File: config.mk
export PLATFORM = sky130hd
export DESIGN_NAME = if_fetch_unit
export DESIGN_NICKNAME = d
export VERILOG_FILES = /design/src/rtl/if_fetch_unit_pkg.sv /design/src/rtl/if_fetch_unit_fetch_buffer.sv /design/src/rtl/if_fetch_unit.sv
export SDC_FILE = /design/constraint.sdc
export NUM_CORES = 1
export LEC_CHECK = 0
export CORE_MARGIN = 8
export CORE_UTILIZATION = 43
export DETAILED_ROUTE_END_ITERATION = 6
export PLACE_DENSITY = 0.79
export SETUP_SLACK_MARGIN = 0.05
export SLEW_MARGIN = 20
export SYNTH_ARGS = -nofsm -noshare
export SYNTH_HDL_FRONTEND = slang
export SYNTH_HIERARCHICAL = 1
export SYNTH_SLANG_ARGS = --single-unit
File: constraint.sdc
create_clock -name clk -period 10.6 [get_ports clk]
set_input_delay 1.06 -clock clk [delete_from_list [all_inputs] [get_ports clk]]
set_output_delay 1.06 -clock clk [all_outputs]
set_load 0.005 [all_outputs]
File: src/rtl/if_fetch_unit_pkg.sv
// Shared types and constants for the instruction fetch stage.
// Fetch FSM encoding and the entry format buffered between IF and IF/ID.
package if_fetch_unit_pkg;

    localparam logic [31:0] NOP_INST         = 32'h0000_0000;
    localparam logic [31:0] RESET_PC_DEFAULT = 32'h0000_0000;

    typedef enum logic [1:0] {
        S_REQ,
        S_WAIT,
        S_DROP
    } fetch_state_e;

    typedef struct packed {
        logic [31:0] pcAdd4;
        logic [31:0] inst;
    } fetch_entry_t;

endpackage

File: src/rtl/if_fetch_unit_fetch_buffer.sv
// Two-entry instruction FIFO: written one cycle after a push, head visible combinationally.
// No internal backpressure; the caller never pushes when full. Clear wins over push and pop.
module if_fetch_unit_fetch_buffer
    import if_fetch_unit_pkg::*;
(
    input  logic         clk,
    input  logic         reset,
    input  logic         push_i,
    input  fetch_entry_t push_dat_i,
    input  logic         pop_i,
    input  logic         clear_i,
    output fetch_entry_t head_o,
    output logic [1:0]   count_o
);

    fetch_entry_t mem_q [2];
    logic         head_q, head_d;
    logic         tail_q, tail_d;
    logic [1:0]   count_q, count_d;

    always_comb begin
        head_d  = head_q;
        tail_d  = tail_q;
        count_d = count_q;
        if (clear_i) begin
            head_d  = 1'b0;
            tail_d  = 1'b0;
            count_d = 2'd0;
        end else begin
            if (push_i) tail_d = ~tail_q;
            if (pop_i)  head_d = ~head_q;
            case ({push_i, pop_i})
                2'b10:   count_d = count_q + 2'd1;
                2'b01:   count_d = count_q - 2'd1;
                default: count_d = count_q;
            endcase
        end
    end

    always_ff @(posedge clk) begin
        if (reset) begin
            head_q  <= 1'b0;
            tail_q  <= 1'b0;
            count_q <= 2'd0;
        end else begin
            head_q  <= head_d;
            tail_q  <= tail_d;
            count_q <= count_d;
            if (push_i && !clear_i) mem_q[tail_q] <= push_dat_i;
        end
    end

    assign head_o  = mem_q[head_q];
    assign count_o = count_q;

endmodule

File: src/rtl/if_fetch_unit.sv
// Fetch stage: owns the PC, keeps one imem fetch in flight, presents the FIFO head to IF/ID.
// Best case accept->IF_valid is 2 cycles; requests stop while the buffer is full or on flush.
module if_fetch_unit
    import if_fetch_unit_pkg::*;
#(
    parameter logic [31:0] RESET_PC   = RESET_PC_DEFAULT,
    parameter int          FIFO_DEPTH = 2
) (
    input  logic        clk,
    input  logic        reset,
    input  logic        IFID_Write,
    input  logic        IF_Flush,
    input  logic [31:0] branch_target,
    output logic        imem_req,
    output logic [31:0] imem_addr,
    input  logic        imem_ready,
    input  logic        imem_valid,
    input  logic [31:0] imem_rdata,
    output logic [31:0] pcAdd4_IF,
    output logic [31:0] inst_IF,
    output logic        IF_valid
);

    if (FIFO_DEPTH != 2) begin : g_bad_depth
        $error("if_fetch_unit: FIFO_DEPTH must be 2");
    end

    fetch_state_e state_q;
    logic [31:0]  pc_q;
    logic [31:0]  fetch_pcadd4_q;
    logic         rst_q;

    logic         accept, push, pop;
    logic [1:0]   count;
    fetch_entry_t head, push_entry;
    logic         unused_target_bits;

    assign unused_target_bits = ^branch_target[1:0];

    assign imem_req   = (state_q == S_REQ) && (count < 2'(FIFO_DEPTH)) && !IF_Flush && !reset;
    assign imem_addr  = pc_q;
    assign accept     = imem_req && imem_ready;
    assign push       = (state_q == S_WAIT) && imem_valid && !IF_Flush;
    assign pop        = IFID_Write && IF_valid && !IF_Flush;
    assign push_entry = '{pcAdd4: fetch_pcadd4_q, inst: imem_rdata};

    always_ff @(posedge clk) begin
        rst_q <= reset;
        if (reset) begin
            pc_q           <= RESET_PC;
            state_q        <= S_REQ;
            fetch_pcadd4_q <= 32'h0;
        end else if (IF_Flush) begin
            pc_q <= {branch_target[31:2], 2'b00};
            // An in-flight fetch must still be retired, so wait for its return in S_DROP.
            case (state_q)
                S_WAIT, S_DROP: state_q <= imem_valid ? S_REQ : S_DROP;
                default:        state_q <= S_REQ;
            endcase
        end else begin
            case (state_q)
                S_REQ: if (accept) begin
                    fetch_pcadd4_q <= pc_q + 32'd4;
                    pc_q           <= pc_q + 32'd4;
                    state_q        <= S_WAIT;
                end
                S_WAIT:  if (imem_valid) state_q <= S_REQ;
                S_DROP:  if (imem_valid) state_q <= S_REQ;
                default: state_q <= S_REQ;
            endcase
        end
    end

    if_fetch_unit_fetch_buffer u_fetch_buffer (
        .clk        (clk),
        .reset      (reset),
        .push_i     (push),
        .push_dat_i (push_entry),
        .pop_i      (pop),
        .clear_i    (IF_Flush),
        .head_o     (head),
        .count_o    (count)
    );

    assign IF_valid  = (count != 2'd0);
    assign pcAdd4_IF = IF_valid ? head.pcAdd4 : 32'h0;
    assign inst_IF   = IF_valid ? head.inst   : NOP_INST;

    // A return just after reset belongs to a fetch abandoned by that reset and is legal.
    a_no_valid_in_req: assert property (@(posedge clk) disable iff (reset || rst_q)
        !(imem_valid && state_q == S_REQ));

endmodule
=== Yosys cells after proc, flatten, opt, wreduce, memory -nomap -nowiden ===
Memory sizes are Yosys's and may differ from the RTL's. A register that Yosys moved wholly into a read port is not among the register bits.
Index checks and enable logic that the tools add are counted.

* Add/sub/neg operators: 3
* Equality and inequality tests: 6
* Order comparisons: 1
* Bitwise operators: 3
* Mux-type cells: 17
* Reductions and logical operators: 22

{| class="wikitable"
|+ Operators by type and width
! operator !! number
|-
| $mux 32 || 5
|-
| $add 32x3->32 const B || 1
|-
| $mux 2 || 5
|-
| $logic_and 1x1->1 || 9
|-
| $pmux 2 s2 || 2
|-
| $reduce_bool 2->1 || 4
|-
| $reduce_and 2->1 || 3
|-
| $mux 1 || 5
|-
| $eq 2x1->1 const B || 2
|-
| $eq 2x2->1 const B || 2
|-
| $reduce_or 2->1 || 2
|-
| $ne 3x1->1 const B || 1
|-
| $ne 3x3->1 const B || 1
|-
| $not 1->1 || 3
|-
| $reduce_and 3->1 || 1
|-
| $add 2x1->2 const B || 1
|-
| $logic_not 1->1 || 2
|-
| $logic_not 2->1 || 1
|-
| $lt 2x2->1 const B || 1
|-
| $sub 2x1->2 const B || 1
|}

* Bits in registers: 70
* Bits of input ports: 70
* RAM bits: 128
* Memories: 1
* Word-level logic and storage cells: 60

{| class="wikitable"
|+ Memories
! name !! depth !! bits a word !! rd ports !! clocked after Yosys merged registers in !! wr ports !! RTL line !! RTL
|-
| u_fetch_buffer.mem_q || 2 || 64 || 1 || 1 || 1 || if_fetch_unit_fetch_buffer.sv:16 || <nowiki>fetch_entry_t mem_q [2];</nowiki>
|}

=== Longest topological paths before layout ===
Gate-level depths: netlist of the first run.

* Depth after elaboration: 8
* Mapped depth: 9
* Mapped depth without buffers: 8

=== By module ===
Netlist of the first run, hierarchy kept.

{| class="wikitable"
|+ By module, submodules not included
! module !! area each (um2) !! cells each !! times used
|-
| if_fetch_unit_fetch_buffer || 4845.9 || 220 || 1
|-
| if_fetch_unit || 3599.7 || 450 || 1
|}

=== Least setup slack after synthesis of the first run ===
OpenSTA, ideal clock, no wires.

* Path kind: in2reg
* Start: in IF_Flush
* End: mem u_fetch_buffer/mem_q[0][0] in the netlist's numbering (enable)
* Path slack: 1904 ps
* Data arrival time: 8052 ps
* Stages: 6
* Library setup time: 644 ps
* Data required time: 9956 ps
* Path buffers: 2
* Path through: clkbuf_1 > clkinv_1 > clkbuf_1 > and3_1 > inv_1 > nor4_1

* Cells in the longest elaborated chain, start to end: 6

{| class="wikitable"
|+ Ends and longest elaborated chain
! what !! RTL line !! RTL
|-
| start: declaration || if_fetch_unit.sv:12 || <nowiki>input logic IF_Flush,</nowiki>
|-
| $logic_not 1->1 || if_fetch_unit.sv:43 || <nowiki>assign push = (state_q == S_WAIT) && imem_valid && !IF_Flush;</nowiki>
|-
| $logic_and 1x1->1 || if_fetch_unit.sv:43 ||
|-
| net push || if_fetch_unit.sv:33 || <nowiki>logic accept, push, pop;</nowiki>
|-
| $logic_and 1x1->1 || if_fetch_unit_fetch_buffer.sv:49 || <nowiki>if (push_i && !clear_i) mem_q[tail_q] <= push_dat_i;</nowiki>
|-
| $mux 1 || if_fetch_unit_fetch_buffer.sv:49 ||
|-
| $mux 1 || if_fetch_unit_fetch_buffer.sv:41 || <nowiki>if (reset) begin</nowiki>
|-
| $mux 1 (implied by the code) || if_fetch_unit_fetch_buffer.sv:49 ||
|-
| end: declaration || if_fetch_unit_fetch_buffer.sv:16 ||
|}

The timed path passes the listed nets, and every way through them passes these cells.

=== Final worst setup path of the first run ===
* Start: in IF_Flush
* End: out imem_req

* Cells in the longest elaborated chain, start to end: 3

{| class="wikitable"
|+ Ends and longest elaborated chain
! what !! RTL line !! RTL
|-
| $logic_not 1->1 || if_fetch_unit.sv:40 || <nowiki>assign imem_req = (state_q == S_REQ) && (count < 2'(FIFO_DEPTH)) && !IF_Flush && !reset;</nowiki>
|-
| $logic_and 1x1->1 (2 in a row) || if_fetch_unit.sv:40 ||
|-
| end: declaration || if_fetch_unit.sv:14 || <nowiki>output logic imem_req,</nowiki>
|}

Every way passes these cells.

==> results.txt, run 1 <==
- For the worst-skew pair, the clock arrives at the later sink with an insertion delay of 430 ps.
- Synthesis-stage register bit count: between 150 and 200
* Number of buffers added for setup after CTS: 0
- Largest incremental delay on the critical path: between 500 and 600 ps
- Highest fanout seen on the critical path: 36
- No sink is reached through more buffers than the 2 on the longest clock path.
* Critical setup path kind: in2out
- Worst path cell trace: clkdlybuf4s50_1 > buf_4 > nor4b_1 > clkdlybuf4s50_1
- Peak supply drop: 110.2 uV
- Starting utilization of the core area: 0.4354
* Total of warnings raised by yosys: 6
- Clock slew at reported path FFs: ~70 ps
- The H-tree generated during clock tree synthesis spans 4 levels.
- Post-synthesis cell type with the largest combined area: edfxtp_1
* Buffers on Ports: between 150 and 200
- Number of cells on the worst reg-to-reg path: 6
- Among the stages of the critical path, the cell type that occurs most often is clkdlybuf4s50_1.
- Setup crit start kind: primary input
- Unique cell type count in the Yosys netlist: 52
- In this run the power density over the cells is approximately 140 nW/um^2.
- CTS hold repair buffers: 0
- In this run the static leakage power is between 0.003 and 0.004 uW.
* Total of cells resized after clock tree synthesis: 0
* First-pass DRT Iterations: 4
- Kind of cell adding the most delay to the critical path: buffers and inverters
- The via count of the first global-routing pass was roughly 5600.
- Predominant post-synthesis flop cell: edfxtp_1
- Run status: completed
- Final wirelength: 19.38 mm
- The die covers 24380 um^2.
- Number of ports placed on the die boundary: approximately 170
- Detailed routing inserted a total of approximately 5700 vias.
- Hold Crit Endpoint: u_fetch_buffer/mem_q[1][41]
* Capture instance of the worst register-to-register path: imem_addr[10]
- The clock arrives with roughly 15 ps of skew.
- Antenna diodes: 0
* Placed Instance Area: between 10000 and 15000 um^2
- Iteration-0 DRC count of the detailed router: ~300
- Die extent in x: between 150 and 200 um
* Count of final max-slew check failures: 0
- Static timing analysis puts the maximum clock frequency at around 270 MHz.
- Dominant cell by count in the synthesized netlist: edfxtp_1
* Growth of design area from synthesis to finish: 28.30%
- Number of logic stages on the critical path including buffering: 4
- Ys async rst share: 0
- Finished layout cell area: around 11000 um^2
- Max-cap violations in this run came to 0.
- The cell area that synthesis handed to floorplanning was about 8400 um^2.
* Post-Synthesis Cells: 670
* Post-synth EDFFs: 128
- Sorting the synthesized cells by area gives the leading types as edfxtp_1, dfxtp_1, mux2_2.
* TritonCTS clock tree: done
- Routability Congestion: a little over 0.8
- Mean routed wirelength per cell: ~18 um
- The routed design could run at a clock period as short as ~3700 ps.
- Detailed Place HPWL: approximately 13 mm
* Setup tns final: 0 ps
- Total GRT Usage: 0.1588
- Along the worst hold path, the cell count comes to 0.
- The worst register-to-register path begins at state_q[0].
- Setup violations remaining at the end of the flow were counted as 0.
* Number of nets at the end of the flow: slightly below 900
* Register-to-register path setup slack: a little over 8000 ps
- After synthesis, the mean cell area works out to 12.61 um^2.
- The slowest stage of the critical path is the clkdlybuf4s50_1 cell.
- Setup repair after global routing left no endpoint under its margin.
- Proportion of layout cells with a drive suffix above 1: 0.1429
- Pin count of the biggest net entering global routing: 74
- Final Hold Fails: 0
* Hold path startpoint: fetch_pcadd4_q[9]
- The worst hold path belongs to the class reg2reg.
* Ratio of final minimum period to clock period: 0.3475
- The floorplan step set the die height to roughly 160 um.
* Buffer and inverter count on the worst path: 3
- Top cells by instance count after synthesis: edfxtp_1, and2_1, dfxtp_1
- STA puts the critical path data required time at 9540 ps.
- Library cell used as clock root buffer: clkbuf_16
* Vias per cell: roughly 5
- After the flow finishes, the layout carries non-filler instances totaling about 1100.
* First-pass GRT wire length: between 30 and 40 mm
* CP Data Arrival Time: ~2600 ps
* Area share of the leading cell type in the synthesized netlist: 0.4551
* Placed insts: approximately 1100
* Site Rows: between 50 and 60
- Of the synthesized area, sequential elements account for 0.6139.
* Relative slew slack: 0.3787
* Number of buffers inserted during clock tree synthesis: 17
- Core Region: 19400 um^2
- The tree built by TritonCTS fans out to 195 sinks.
- Total overflow reported by the global router: 0
- At the pin with the least slew margin, the transition time is slightly above 900 ps.
- The initial antenna violation count was 0.
- Residual DRC count: 0
* Capturing element type of the critical path: output port
* ANT nets after route: 0
==> layout make-up <==
class,count,area [um^2]
inverter,10,37.54
clock inverter,14,137.6
multi-input combinational,426,3024
clock buffer,18,439.2
timing repair buffer,170,1679
sequential,195,5186
tap,265,331.6
fill,1647,8563
==> sequential cells by signal (all words and copies together), names as in the netlist, named ones only <==
register	flops
u_fetch_buffer/mem_q	128
fetch_pcadd4_q	30
imem_addr	30
state_q	2
u_fetch_buffer/count_o	2
u_fetch_buffer/head_q	1
u_fetch_buffer/tail_q	1
==> routing by layer <==
layer / routed length [um] / GRT usage / vias up
met1: 8556 / 0.1967 / 2705
li1: - / - / 2761
met3: 1286 / 0.03961 / 19
met4: 244 / 0.05721 / 0
met5: 0 / 0 / -
met2: 9297 / 0.2642 / 174
==> report_power, final <==
part | internal, uW | switching [uW] | total, uW | leakage [uW]
clock network | 338 | 289 | 627 | 0.000293
logic | 55.6 | 44.2 | 99.8 | 0.00157
registers | 822 | 18.5 | 840 | 0.00174
total | 1220 | 352 | 1570 | 0.00360
==> logic make-up (layout without fill, tap and decap cells) <==
| kind of cell | Yosys count | count (layout) | synth area share |
|---|---|---|---|
| xor+xnor | 41 | 41 | 0.04252 |
| other cells | 1 | 6 | 0.0004440 |
| mux | 64 | 64 | 0.08533 |
| flops | 195 | 195 | 0.6139 |
| compound gates | 93 | 93 | 0.07571 |
| buf+inv | 54 | 212 | 0.03200 |
| simple gates | 218 | 218 | 0.1441 |
| fa+ha+maj | 4 | 4 | 0.005926 |
==> per-stage QoR <==
stage	worst slack, ps	total power (uW)	hold slack, ps	utilization
after floorplan	1904	896.8	425.4	-
after global placement	6721	953.6	433.1	0.5287
after detailed placement	6698	956.3	442.5	0.5287
after CTS	6890	1583	459.4	0.5584
after global routing	6841	1624	471.4	0.5586
final	6917	1567	457.8	0.5586
==> placed cells by master, fill, tap and decap left out, drive strengths merged, types with 13 or more instances in the layout <==
cell type and n:
mux2 64, a211oi 28, nand2 24, nor2 50, nand4 15, clkdlybuf4s50 162
dfxtp 67, xor2 17, inv 18, nor3 14, and2 67, clkbuf 18
nand3 13, a21oi 22, edfxtp 128, xnor2 24
==> how the worst max path moves through the flow <==
stage                   from                     endpoint
finish              IF_Flush                     imem_req
detailed placement  IF_Flush  u_fetch_buffer/mem_q[0][16]
global placement    IF_Flush   u_fetch_buffer/mem_q[0][5]
CTS                 IF_Flush                     imem_req
global route        IF_Flush                     imem_req
floorplan           IF_Flush   u_fetch_buffer/mem_q[0][0]
==> worst reg2reg max path: stages, from the launching register on <==
cell     delay, ps
dfxtp_1        330
inv_1           70
ha_1           220
and3b_1        410
nand2_1        640
or3_1          580
a31oi_1        170
Note: power is estimated with default switching activity, not from simulation.
==> run 2, diff against run 1 <==
- clock period: 10.6 -> 3.4 ns (I/O delays scaled with it)
==> run 2 against run 1 <==
Net effect: wire length is 1.9% higher; design area is 1.2% higher; clock-buffer cell count is 1 lower; critical path depth stayed put; register-to-register slack worse by 7100 ps; global-route usage is 0.41 points higher; combinational power grew to 3.2 times the previous value; clock power grew to 3.1 times the previous value; critical path type is now reg2out.
==> results.txt, run 2 (synthesized netlist as in run 1, its figures left out) <==
- Residual DRC count: 0 (unchanged)
- Run status: completed (unchanged).
- Proportion of layout cells with a drive suffix above 1: 0.1524 (was 0.1429)
- Leading cell types in the layout, fill and taps excluded: clkdlybuf4s50_1, edfxtp_1, and2_1, dfxtp_1, mux2_2 (unchanged)
- The post-CTS resize count was 0 (unchanged).
- Number of max-capacitance violations reported: 0 (unchanged)
- Leak Pwr: 0.003644 uW (was 0.003600 uW)
- The net total in the final layout was 901 (was 894).
* Placed insts: 1073 (was 1066)
- The detail-routed net length per standard cell was 17.87 um (was 17.65 um).
- The CTS buffer count was 17 (unchanged).
- Setup crit start kind: flip-flop (was primary input)
- Total GRT Usage: 0.1628 (was 0.1588)
- The register bank with the most flops is u_fetch_buffer/mem_q (unchanged).
- ANT nets after route: 0 (unchanged)
- Number of ports placed on the die boundary: 168 (unchanged)
- First-pass GRT wire length: 30.99 mm (was 30.22 mm)
* Setup tns final: 0 ps (unchanged)
- The total routed wirelength was 19.75 mm (was 19.38 mm).
- The overflow left after global routing was 0 (unchanged).
- Number of cells on the worst reg-to-reg path: 6 (unchanged)
* Relative slew slack: 0.4738 (was 0.3787)
- Largest register FFs: 128 (unchanged)
* Die extent in x: 156.1 um (unchanged)
- The total internal power came to 3773 uW (was 1216 uW).
- The relative contribution of sequential cells to total power was 0.537 (was 0.536).
- Worst hold slack: 382.3 ps (was 457.8 ps)
* Setup violations, final: 0 (unchanged)
- The CTS tree is done (unchanged).
- The maximum fanout along the worst path came to 46 (was 36).
- The first-pass detailed-route iteration total came to 5 (was 4).
* Clock buffer depth: 2 (unchanged)
- The final number of max-transition violations was 0 (unchanged).
- Clock slew at reported path FFs: 80 ps (was 70 ps)
* Switching power as a share of total power: 0.2258 (was 0.2243)
- Largest incremental delay on the critical path: 660 ps (was 560 ps)
- Routability Congestion: 0.8338 (was 0.8166)
- Post-Route Skew: 9.754 ps (was 15.14 ps)
* Site Rows: 51 (unchanged)
* Number of antenna violations at the first check in global routing: 0 (unchanged)
* Number of standard cells in the final layout excluding fillers: 1105 (was 1098)
- The hold-critical path depth was 2 (was 0).
- The most frequent standard cell in the layout excluding fill and tap cells is clkdlybuf4s50_1 (unchanged).
- Worst path cell trace: or2_2 > buf_4 > and2_1 > clkdlybuf4s50_1 (was clkdlybuf4s50_1 > buf_4 > nor4b_1 > clkdlybuf4s50_1).
* Finished layout cell area: 10960 um^2 (was 10840 um^2)
- Transition time at the pin with the least slew margin: 789.3 ps (was 929.6 ps)
* Setup repair after global routing missed its margin: no (unchanged)
- The detailed-route via count is 5787 (was 5659).
- The family of cells with the greatest summed delay on the critical path is buffers and inverters (unchanged).
* Slowest CP cell: or2_2 (was clkdlybuf4s50_1)
- The placed wire-length estimate is 13.64 mm (was 12.77 mm).
* Power dissipated by switching net loads: 1100 uW (was 351.6 uW)
* Clk sinks: 195 (unchanged)
- Peak supply drop: 276.7 uV (was 110.2 uV)
* Antenna diodes: 0 (unchanged)
- The part of the power in combinational logic was 0.066 (was 0.064).
- Clock period minus final worst setup slack: between 2000 and 3000 ps
- The total number of cells along the worst setup path is 4 (unchanged).
- The insertion delay to the later sink of the worst-skew pair came to 420 ps (was 430 ps).
- The initial core utilization came to 0.4354 (unchanged).
- Iteration-0 DRC count of the detailed router: 347 (was 294)
* Post-route total power: 4873 uW (was 1567 uW)
* Critical setup path kind: reg2out (was in2out)
- The filler cell count in the final layout came to 1579 (was 1647).
- CP Data Arrival Time: 2460 ps (was 2620 ps)
* Final Hold Fails: 0 (unchanged)
- Buffers on Ports: 163 (unchanged)
- The class of the tightest hold or removal check was in2reg (was reg2reg).
- WP data required: 3060 ps (was 9540 ps)
* CTS hold repair buffers: 0 (unchanged)
- Buffer and inverter count on the worst path: 2 (was 3)
* Pwr per Cell Area: 444.6 nW/um^2 (was 144.6 nW/um^2)
- The post-CTS setup repair buffer count was 0 (unchanged).
- Placed Instance Area: 10390 um^2 (was 10260 um^2)
- The clock share of power is 0.396 (was 0.400).
- The average via count per standard cell is 5.237 (was 5.154).
- Pin count of the biggest net entering global routing: 65 (was 74)
- Highest attainable clock frequency: 356.9 MHz
- The type of element capturing the critical path is an output port (unchanged).
- Growth of design area from synthesis to finish: 29.78% (was 28.30%)
- The root buffer cell is clkbuf_16 (unchanged).
* Height of the die: 156.1 um (unchanged)
- Dividing the final minimum period by the clock period gives 0.8241.
- The core area is 19400 um^2 (unchanged).
- The overall die area is 24380 um^2 (unchanged).
- Level count of the clock H-tree: 4 (unchanged)
- The via count of the first global-routing pass is 5775 (was 5573).
## run 2: worst paths after layout
check                                               start                     endpoint  slack, ps
worst max-delay path            u_fetch_buffer/count_o[1]                  inst_IF[14]        600
worst min-delay path                                reset                imem_addr[22]        380
worst max register to register               imem_addr[2]                imem_addr[26]        990
worst min register to register         fetch_pcadd4_q[13]  u_fetch_buffer/mem_q[0][45]        460
## run 2: worst register-to-register path, delay by kind of cell (launching register included)
kind | cells | cell delay (ps)
AND/OR/NAND/NOR | 2 | 1040
flip-flops | 1 | 440
adder cells (fa/ha/maj) | 1 | 340
AO/OA/AOI/OAI | 1 | 190
buffers and inverters | 1 | 170
XOR/XNOR | 1 | 140
## run 2: power groups by stage
stage	logic, uW	registers, uW	clock network (uW)
2_1_floorplan	148	2650	0
3_3_place_gp	316	2670	0
3_5_place_dp	321	2670	0
4_1_cts	325	2620	1990
5_1_grt	352	2630	2080
6_report	322	2620	1930
## run 2: final cells by class
type / instances / area (um^2) / area share
flip-flops and latches: 195 / 5186 / 0.4732
multi-input cells: 426 / 3035 / 0.2769
repair buffers: 177 / 1782 / 0.1626
clock buffers: 17 / 425.4 / 0.03881
well taps: 265 / 331.6 / 0.03025
clock inverters: 15 / 150.1 / 0.01370
inverters: 10 / 50.05 / 0.004566
## run 2: per-stage QoR
step	util	setup WS, ps
global route	0.5650	370.9
detailed placement	0.5353	665.8
floorplan	-	30.70
finish	0.5650	598.2
global placement	0.5353	675.4
CTS	0.5650	535.3
## run 2: layer usage
metal | track usage | wire [um] | up-vias | share of wire
met4 | 0.04256 | 243 | 0 | 0.012
li1 | - | - | 2776 | -
met3 | 0.04931 | 1441 | 27 | 0.073
met1 | 0.2056 | 8821 | 2768 | 0.45
met5 | 0 | 0 | - | 0
met2 | 0.2671 | 9239 | 216 | 0.47
==> variant 1, RTL diff (flow settings as in run 1) <==
Re-encode `fetch_state_e` (3 states) as one-hot, 3 bits wide.
--- a/src/rtl/if_fetch_unit_pkg.sv
+++ b/src/rtl/if_fetch_unit_pkg.sv
@@ -6,8 +6,8 @@
     localparam logic [31:0] RESET_PC_DEFAULT = 32'h0000_0000;
 
-    typedef enum logic [1:0] {
-        S_REQ,
-        S_WAIT,
-        S_DROP
+    typedef enum logic [2:0] {
+        S_REQ  = 3'b001,
+        S_WAIT = 3'b010,
+        S_DROP = 3'b100
     } fetch_state_e;
 
Check against the original RTL: same outputs for any inputs over 4 cycles, from zero or initial values and one cycle with reset high; so few cycles prove little.
==> variant 1 against run 1 <==
Wire length decreased by 3.8%; total power grew 2.6%; area after synthesis shrank 2.0%; sequential cell count up 1; setup slack worse by 0.038 ns; final area shrank 1.4%; hold slack lost 0.0049 ns; sequential share of layout area is 0.89 points higher; largest cell class unchanged.
==> variant 1: results (changes against run 1) <==
Crit path largest cell delay 0.46 ns (was 0.56 ns); share of layout cells above drive strength 1 14.1% (was 14.3%); Final GP Congestion 0.778 (was 0.817); Overall Global Routing Usage 15.3% (was 15.9%); Initial DRC Count 293 (was 294); LEAKAGE 3.63 nW (was 3.60 nW); routed vias/inst 5.21 (was 5.15); Final Non-Filler Cells 1048 (was 1098); max_slew headroom 34.9% (was 37.9%); Pwr Density 151 nW/um^2 (was 145 nW/um^2); top post-synthesis cells by area edfxtp_1 (46%), dfxtp_1 (16%), mux2_2 (8.7%), and2_1 (4.9%), a21oi_1 (2.6%) (was edfxtp_1 (46%), dfxtp_1 (16%), mux2_2 (8.5%), and2_1 (5.0%), xnor2_1 (2.5%)); Comb power 85.1 uW (was 99.8 uW); top post-synthesis cells by count edfxtp_1 (128), dfxtp_1 (68), and2_1 (65) (was edfxtp_1 (128), and2_1 (67), dfxtp_1 (67)); Yosys cell types 51 (was 52); Synth Area in XOR/XNOR 3.18% (was 4.25%); complex-gate fraction of the synthesized area 8.91% (was 7.57%); Placed Instance Area 10000 um^2 (was 10300 um^2); drt wl/cell 17.8 um (was 17.7 um); met1 wire length 8.89 mm (was 8.56 mm); post-synthesis area per instance 12.7 um^2 (was 12.6 um^2); Pint 1.27 mW (was 1.22 mW); Worst-path clk slew 0.07 ns (about the same); power share of the clock group 42.4% (was 40.0%); post-synthesis sequential area ratio 62.9% (was 61.4%); met3 wire len 1.29 mm (about the same); Peak VDD IR 112 uV (was 110 uV); status finished clean (unchanged); number of global-route vias before repair 5479 (was 5573); Final nets 873 (was 894); Met2 Routed Length 8.28 mm (was 9.30 mm); initial antenna violation count 0 (unchanged); first-pass GRT wire length 29.1 mm (was 30.2 mm); Global Route met1 Usage 20.3% (was 19.7%)
## variant 1: cell types whose count changed in the layout (fill, tap and decap cells not counted), moves of 5 or more
cell,run 1,this run
xnor2_1,24,18
a21oi_1,22,43
o311ai_0,6,0
inv_1,9,3
nand4_1,13,7
o22ai_1,4,13
xor2_1,17,12
nor2_1,50,26
o21ai_0,8,34
a22oi_1,6,17
a211oi_1,25,2
## variant 1: final timing paths
check	from	end	slack, ns	depth (start not counted)
hold / removal	fetch_pcadd4_q[11]	u_fetch_buffer/mem_q[1][43]	0.45	0
setup reg to reg	state_q[1]	u_fetch_buffer/mem_q[0][0]	7.88	5
hold reg to reg	fetch_pcadd4_q[11]	u_fetch_buffer/mem_q[1][43]	0.45	0
setup / recovery	reset	imem_req	6.88	5
## variant 1: cell type report
cell class	count	area (um^2)
clock inverters	12	168
well taps	234	293
repair buffers	170	1680
flip-flops and latches	196	5210
fillers	1549	8090
inverters	4	15.0
multi-input cells	412	2850
clock buffers	20	467
==> variant 2, RTL diff (flow settings as in run 1) <==
Made on the original files. Add an input register stage for `branch_target`, without a reset; this delays it by one clock. The other inputs are not delayed to match.
--- a/src/rtl/if_fetch_unit.sv
+++ b/src/rtl/if_fetch_unit.sv
@@ -22,4 +22,10 @@
 );
 
+    logic [31:0] branch_target_q;
+
+    always_ff @(posedge clk) begin
+        branch_target_q <= branch_target;
+    end
+
     if (FIFO_DEPTH != 2) begin : g_bad_depth
         $error("if_fetch_unit: FIFO_DEPTH must be 2");
@@ -36,5 +42,5 @@
     logic         unused_target_bits;
 
-    assign unused_target_bits = ^branch_target[1:0];
+    assign unused_target_bits = ^branch_target_q[1:0];
 
     assign imem_req   = (state_q == S_REQ) && (count < 2'(FIFO_DEPTH)) && !IF_Flush && !reset;
@@ -52,5 +58,5 @@
             fetch_pcadd4_q <= 32'h0;
         end else if (IF_Flush) begin
-            pc_q <= {branch_target[31:2], 2'b00};
+            pc_q <= {branch_target_q[31:2], 2'b00};
             // An in-flight fetch must still be retired, so wait for its return in S_DROP.
             case (state_q)
Function: changed (Yosys sat finds a counterexample within 4 cycles, from zero or initial values and one cycle with reset high).
==> variant 2 against run 1 <==
Global-route usage is 1.8 points lower; area after synthesis grew 9.5%; final area is 7.8% higher; sequential cell count up 30; critical path depth stayed put; wire length shrank 0.71%; setup slack got worse by 0.23 ns; via count rose by 1.8%; sequential share of layout area up 1.7 points; register-to-register slack worse by 0.05 ns; fmax down 5.9%; total power grew 15%; critical endpoint unchanged; largest cell class unchanged; highest routed layer unchanged.
==> variant 2: results (changes against run 1) <==
Comb pwr share 5.5% (was 6.4%); Adder-Cell Fraction of Synth Area 0.541% (was 0.593%); CTS Buf Count 23 (was 17); Final GP Congestion 0.860 (was 0.817); multi-input gate share of total cell area 26.9% (was 27.9%); inverters 6 (was 10); Peak VDD IR 127 uV (was 110 uV); Tmin final 3.91 ns (was 3.68 ns); CTS H-tree depth 1 (was 4); clk tree area frac 6.01% (was 5.32%); #MultiIn Comb 441 (was 426); Slew @ Worst Pin 0.876 ns (was 0.930 ns); Post-Route WL 19.2 mm (was 19.4 mm); Placed Instance Area 11000 um^2 (was 10300 um^2); Synth Area in XOR/XNOR 4.83% (was 4.25%); R2R Setup Slk 8.06 ns (was 8.11 ns); hpwl dp 12.6 mm (was 12.8 mm); Overall Global Routing Usage 14.1% (was 15.9%); Crit path largest cell delay 0.63 ns (was 0.56 ns); signal buffers share of area 14.4% (was 15.5%); Final nets 941 (was 894); Initial DRC Count 284 (was 294); Area Overhead vs Synth 26.3% (was 28.3%); top post-synthesis cells by count edfxtp_1 (128), dfxtp_1 (97), and2_1 (66) (was edfxtp_1 (128), and2_1 (67), dfxtp_1 (67)); Clock Skews 0.00994 ns (was 0.0151 ns); mux cell area share after synthesis 8.12% (was 8.53%); status finished clean (unchanged); die area 26400 um^2 (was 24400 um^2); complex-gate fraction of the synthesized area 5.75% (was 7.57%); Crit Path Max Fanout 23 (was 36); via count 5761 (was 5659); Yosys cell types 55 (was 52); clk buf depth 3 (was 2); # fillers 1820 (was 1647); clk sinks 225 (was 195); CLK BUF 35 (was 18); LEAKAGE 3.94 nW (was 3.60 nW); Switching Share 20.6% (was 22.4%); post-synthesis sequential area ratio 62.6% (was 61.4%); Worst-Skew Late Latency 0.50 ns (was 0.43 ns); WP data arrival 2.85 ns (was 2.62 ns); share of layout cells above drive strength 1 14.0% (was 14.3%); first-pass GRT wire length 30.2 mm (about the same); top post-synthesis cells by area edfxtp_1 (42%), dfxtp_1 (21%), mux2_2 (7.8%), and2_1 (4.5%), a211oi_1 (3.3%) (was edfxtp_1 (46%), dfxtp_1 (16%), mux2_2 (8.5%), and2_1 (5.0%), xnor2_1 (2.5%)); largest net degree at the start of global routing 70 (was 74)
variant 2: through the flow:
step	std cells	worst slack [ns]	power (mW)	hold slack, ns
CTS	1158	6.73	1.83	0.453
global route	1158	6.62	1.88	0.471
detailed placement	1117	6.64	1.08	0.440
floorplan	722	1.92	1.03	0.425
finish	1158	6.69	1.81	0.452
global placement	1117	6.66	1.08	0.432
variant 2: layer usage:
| metal | vias to the layer above | routed length, um | track usage, % |
|---|---|---|---|
| met5 | - | 0 | 0 |
| met1 | 2678 | 8730 | 18.3 |
| met4 | 0 | 313 | 3.59 |
| met3 | 30 | 1480 | 3.77 |
| li1 | 2874 | - | - |
| met2 | 179 | 8720 | 23.1 |
variant 2: final timing paths:
check / start / endpoint / cells after the start
hold reg to reg: fetch_pcadd4_q[24] / u_fetch_buffer/mem_q[0][56] / 0
setup reg to reg: state_q[1] / imem_addr[27] / 7
setup / recovery: IF_Flush / imem_req / 4
hold / removal: fetch_pcadd4_q[24] / u_fetch_buffer/mem_q[0][56] / 0
